<file path="src/rtl/match_event_fifo.sv">
// rtl/match_event_fifo.sv - rising-edge match capture FIFO with saturating total and sticky overflow
// Pushes Count on each Boolean rising edge; drains over a valid/ready port.
module match_event_fifo #(
  parameter int WIDTH = 4,
  parameter int DEPTH = 8,
  parameter int CNT_W = 8
) (
  input  logic                       Clock,
  input  logic                       Reset_n,
  input  logic [WIDTH-1:0]           Count,
  input  logic                       Boolean,
  input  logic                       Clear_Ovf,
  input  logic                       Out_Ready,
  output logic                       Out_Valid,
  output logic [WIDTH-1:0]           Out_Data,
  output logic [$clog2(DEPTH):0]     Level,
  output logic                       Overflow,
  output logic [CNT_W-1:0]           Match_Total
);

  localparam int AW = $clog2(DEPTH);
  localparam int PW = AW + 1;

  logic             bool_q, bool_d;
  logic [PW-1:0]    wr_ptr_q, wr_ptr_d;
  logic [PW-1:0]    rd_ptr_q, rd_ptr_d;
  logic             ovf_q, ovf_d;
  logic [CNT_W-1:0] total_q, total_d;
  logic [WIDTH-1:0] mem_q [DEPTH];
  logic [WIDTH-1:0] mem_d [DEPTH];

  logic empty, full, match_event, pop, push, drop;

  // Pointers carry one extra wrap bit so full and empty are distinguishable.
  assign empty       = (wr_ptr_q == rd_ptr_q);
  assign full        = (wr_ptr_q[AW] != rd_ptr_q[AW]) &&
                       (wr_ptr_q[AW-1:0] == rd_ptr_q[AW-1:0]);
  assign match_event = Boolean & ~bool_q;
  assign pop         = ~empty & Out_Ready;
  assign push        = match_event & (~full | pop);
  assign drop        = match_event & full & ~pop;

  always_comb begin
    bool_d   = Boolean;
    wr_ptr_d = wr_ptr_q;
    rd_ptr_d = rd_ptr_q;
    ovf_d    = ovf_q;
    total_d  = total_q;
    mem_d    = mem_q;
    if (push) begin
      mem_d[wr_ptr_q[AW-1:0]] = Count;
      wr_ptr_d = wr_ptr_q + 1'b1;
    end
    if (pop) begin
      rd_ptr_d = rd_ptr_q + 1'b1;
    end
    // A drop in the same cycle as a clear keeps the flag set.
    if (drop) begin
      ovf_d = 1'b1;
    end else if (Clear_Ovf) begin
      ovf_d = 1'b0;
    end
    if (match_event && (total_q != {CNT_W{1'b1}})) begin
      total_d = total_q + 1'b1;
    end
  end

  always_ff @(posedge Clock or negedge Reset_n) begin
    if (!Reset_n) begin
      bool_q   <= 1'b0;
      wr_ptr_q <= '0;
      rd_ptr_q <= '0;
      ovf_q    <= 1'b0;
      total_q  <= '0;
    end else begin
      bool_q   <= bool_d;
      wr_ptr_q <= wr_ptr_d;
      rd_ptr_q <= rd_ptr_d;
      ovf_q    <= ovf_d;
      total_q  <= total_d;
    end
  end

  always_ff @(posedge Clock) begin
    mem_q <= mem_d;
  end

  assign Out_Valid   = ~empty;
  assign Out_Data    = empty ? '0 : mem_q[rd_ptr_q[AW-1:0]];
  assign Level       = wr_ptr_q - rd_ptr_q;
  assign Overflow    = ovf_q;
  assign Match_Total = total_q;

endmodule

</file>
<file path="config.mk">
export PLATFORM = sky130hd
export DESIGN_NAME = match_event_fifo
export DESIGN_NICKNAME = d
export VERILOG_FILES = /design/src/rtl/match_event_fifo.sv
export SDC_FILE = /design/constraint.sdc
export NUM_CORES = 1
export LEC_CHECK = 0
export CAP_MARGIN = 20
export CELL_PAD_IN_SITES_DETAIL_PLACEMENT = 0
export CELL_PAD_IN_SITES_GLOBAL_PLACEMENT = 1
export CORE_MARGIN = 4
export CORE_UTILIZATION = 41
export DETAILED_ROUTE_END_ITERATION = 10
export HOLD_SLACK_MARGIN = 0.02
export PLACE_DENSITY_LB_ADDON = 0.25
export SLEW_MARGIN = 25
export SYNTH_ARGS = -nofsm -noshare
export SYNTH_HDL_FRONTEND = slang
export SYNTH_SLANG_ARGS = --single-unit
</file>
<file path="constraint.sdc">
create_clock -name Clock -period 2.1 [get_ports Clock]
set_input_delay 0.315 -clock Clock [delete_from_list [all_inputs] [get_ports Clock]]
set_output_delay 0.315 -clock Clock [all_outputs]
set_load 0.005 [all_outputs]
</file>
==> results.yml <==
place:
  placed_cells: 280
  placement.cell_area_um2: 2770
  hpwl_um: 3510
  place.port_buffers: 26
  preCtsSetupSlack_ns: -0.140
  place.gp.congestion: 0.764
final_layout:
  area.growth.synth_to_final_pct: 34.0
  fin_area_um2: 3060
  mostFrequentLayoutCell: "sky130_fd_sc_hd__edfxtp_1"
  nNetsFinal: 241
  final_cells: 296
  layout.cells.most_common_list: "32 x sky130_fd_sc_hd__edfxtp_1, 27 x sky130_fd_sc_hd__buf_4, 18 x sky130_fd_sc_hd__dfrtp_1, 18 x sky130_fd_sc_hd__clkdlybuf4s50_1, 16 x sky130_fd_sc_hd__mux2i_1"
  antennaDiodeCount: 0
  fillerInstances: 411
  utilization: 0.584
  post_route_cells_drive_above_1_share: 0.319
global_route:
  globalRouteOverflowTotal: 0
  grt_pass1_vias: 1634
  grt_antenna_before_repair: 0
  grt_max_degree: 20
  wire_length_of_the_first_global_routing_pass_um: 8120
  grt.total_usage: 0.164
power:
  net-switching-power_mw: 1.68
  power.density_nw_per_um2: 1530
  leakage_nw: 1.25
  combinationalPowerShare: 0.549
  share_seq_of_total_power: 0.302
  power_report.internal_total_mw: 2.99
  share_clk_of_total_power: 0.149
  vdd_ir_drop_max_mv: 0.638
  netSwitchingFraction: 0.360
routing:
  drc: 0
  detail_route.vias_per_cell: 5.13
  drt_iter0_drc: 78
  routed-via-count: 1519
  drt_pre_antenna_iters: 4
  finalWirelength_um: 5050
  postRouteAntennaNets: 0
  wire_per_inst_um: 17.1
clocking:
  worst_skew_pair.late_latency_ns: 0.30
  clkSlewWorstSetupHoldPaths_ns: 0.09
  cts.hold.buffers_added: 0
  root_buffer: "sky130_fd_sc_hd__clkbuf_8"
  clock_sink_count: 50
  clock_tree.htree_level_count: 2
  numCtsBuffers: 5
  cts_max_path_bufs: 2
  cts_tree: "done"
die:
  rows: 26
  fp.dieArea_um2: 6820
  core_area_um2: 5240
  chipWidth_um: 82.6
  io-pin-count: 27
  die_height_um: 82.6
  start_util: 0.435
setup_path:
  data_required_critical_path_ns: 1.78
  path_cells: "buf_6, ha_4, nand3_4, nand2b_4, buf_12, nand3_2, a221oi_2, buf_2"
  critical_path.startpoint_type: "register"
  crit_path_end_kind: "output port"
  critical-path-top-delay-family: "flip-flops"
  crit_fanout: 3
  cp_slowest_cell: "sky130_fd_sc_hd__dfrtp_1"
  worst_ep_arrival_time_ns: 1.81
  crit_buf_inv: 3
  worst_path_largest_cell_delay_ns: 0.40
  timing.setup.critical_path_class: "register to output port"
sta:
  min_period_ns: 2.12
  worst_slew_margin_rel: 0.719
  setup-tns-final_ns: -0.0208
  fmaxAchievable_mhz: 472
  finalWorstSetupSlack_ns: -0.0208
  final_min_period_over_clock_period: 1.01
  max_slew.worst_pin.slew_ns: 0.420
  timing.final.max_slew_violations: 0
  grt_setup_unrepaired: "true"
  hold_violations: 0
  final-setup-viol-count: 1
  finalClockSkew_ns: 0.00492
yosys:
  synthArstFlopShare: 0.360
  syn-instance-count: 167
  synth-edff-count: 32
  number_of_distinct_library_cell_variants_in_the_gate_level_netlist_after_synthesis: 37
  synth-seq-cells: 50
  ys_seq_area_frac: 0.619
  synth_ff_type: "sky130_fd_sc_hd__edfxtp_1"
  syn_area_um2: 2280
  yosys_warnings: 0
  syn_avg_cell_area_um2: 13.7
  postSynthNetCount: 183
min_path:
  holdCritPathClass: "input pin to asynchronous set/reset pin"
outcome:
  failed_checks: "negative setup slack"
  run_status: "complete, but fails checks"
job:
  max_cap_violations: 0
## routing by layer
metal,global-route usage,vias to the layer above,share of wire
met4,0.0490,0,0.018
met2,0.285,28,0.52
li1,-,719,-
met1,0.201,764,0.43
met3,0.0401,8,0.030
met5,0,-,0
## registers in the layout, summed over array words and instances, names as in the netlist
signal	count
bool_q	1
Match_Total	8
wr_ptr_q	4
Overflow	1
rd_ptr_q	4
mem_q	32
## power groups by stage
stage | logic [mW] | clock network [mW] | registers [mW]
final | 2.57 | 0.696 | 1.41
after global routing | 2.79 | 0.761 | 1.44
after CTS | 2.41 | 0.714 | 1.41
after detailed placement | 2.24 | 0 | 1.41
after global placement | 2.18 | 0 | 1.40
after floorplan | 1.12 | 0 | 1.43
## worst paths after layout
check / cells after the start / slack, ns / to / startpoint
min reg2reg: 1 / 0.52 / Overflow / Overflow
min in group Clock: 1 / 0.48 / bool_q / Boolean
min: 2 / 0.34 / rd_ptr_q[2] / Reset_n
max reg2reg: 8 / 0.10 / mem_q[26] / rd_ptr_q[0]
max in group asynchronous: 2 / 1.55 / Match_Total[3] / Reset_n
max: 8 / -0.02 / Out_Data[3] / rd_ptr_q[0]
## Yosys cell counts, drive strengths merged (3+ instances only)
cell type  number  area share
edfxtp         32        0.42
dfrtp          18        0.20
mux2i          16       0.070
nand3          13       0.029
inv            10       0.016
nand2          10       0.020
xnor2          10       0.042
nor2            9       0.016
ha              6       0.033
nor3            6       0.013
buf             5       0.016
xor2            5       0.019
a221oi          3       0.012
and3            3      0.0082
mux2            3       0.018
## final cells by class
| cell class | instances | area (um2) | share of cell area |
|---|---|---|---|
| clock inverters | 3 | 48.8 | 0.0160 |
| flip-flops and latches | 50 | 1410 | 0.462 |
| clock buffers | 5 | 68.8 | 0.0225 |
| multi-input cells | 101 | 913 | 0.299 |
| inverters | 10 | 37.5 | 0.0123 |
| well taps | 70 | 87.6 | 0.0287 |
| repair buffers | 57 | 489 | 0.160 |
## timing repair
action                                  4_1_cts  5_1_grt
endpoints found under the setup margin        8        5
pin swaps                                     2        6
gates resized for setup                      38       14
buffers inserted                              6        2
## worst register-to-register path, stage by stage (launching register included)
cell	delay, ns
sky130_fd_sc_hd__dfrtp_1	0.40
sky130_fd_sc_hd__buf_6	0.12
sky130_fd_sc_hd__ha_4	0.27
sky130_fd_sc_hd__nand3_4	0.06
sky130_fd_sc_hd__buf_4	0.13
sky130_fd_sc_hd__buf_4	0.15
sky130_fd_sc_hd__o31ai_4	0.35
sky130_fd_sc_hd__nor3_1	0.12
sky130_fd_sc_hd__buf_4	0.17
## per-stage QoR
stage | total power, mW | hold WS (ns)
after floorplan | 2.54 | 0.0194
after global placement | 3.57 | 0.484
after detailed placement | 3.65 | 0.499
after CTS | 4.53 | 0.343
after global routing | 4.98 | 0.360
final | 4.67 | 0.336
## kinds of logic after synthesis
kind of cell               Yosys count  share of synthesized area
buffers and inverters               16                     0.0340
DFF                                 50                      0.619
xor gates and xnor gates            15                     0.0609
AOI/OAI and AO/OA                   13                     0.0532
muxes                               19                     0.0883
adders and majority gates            7                     0.0417
and+or+nand+nor                     47                      0.103
Note: power is estimated with default switching activity, not from simulation.
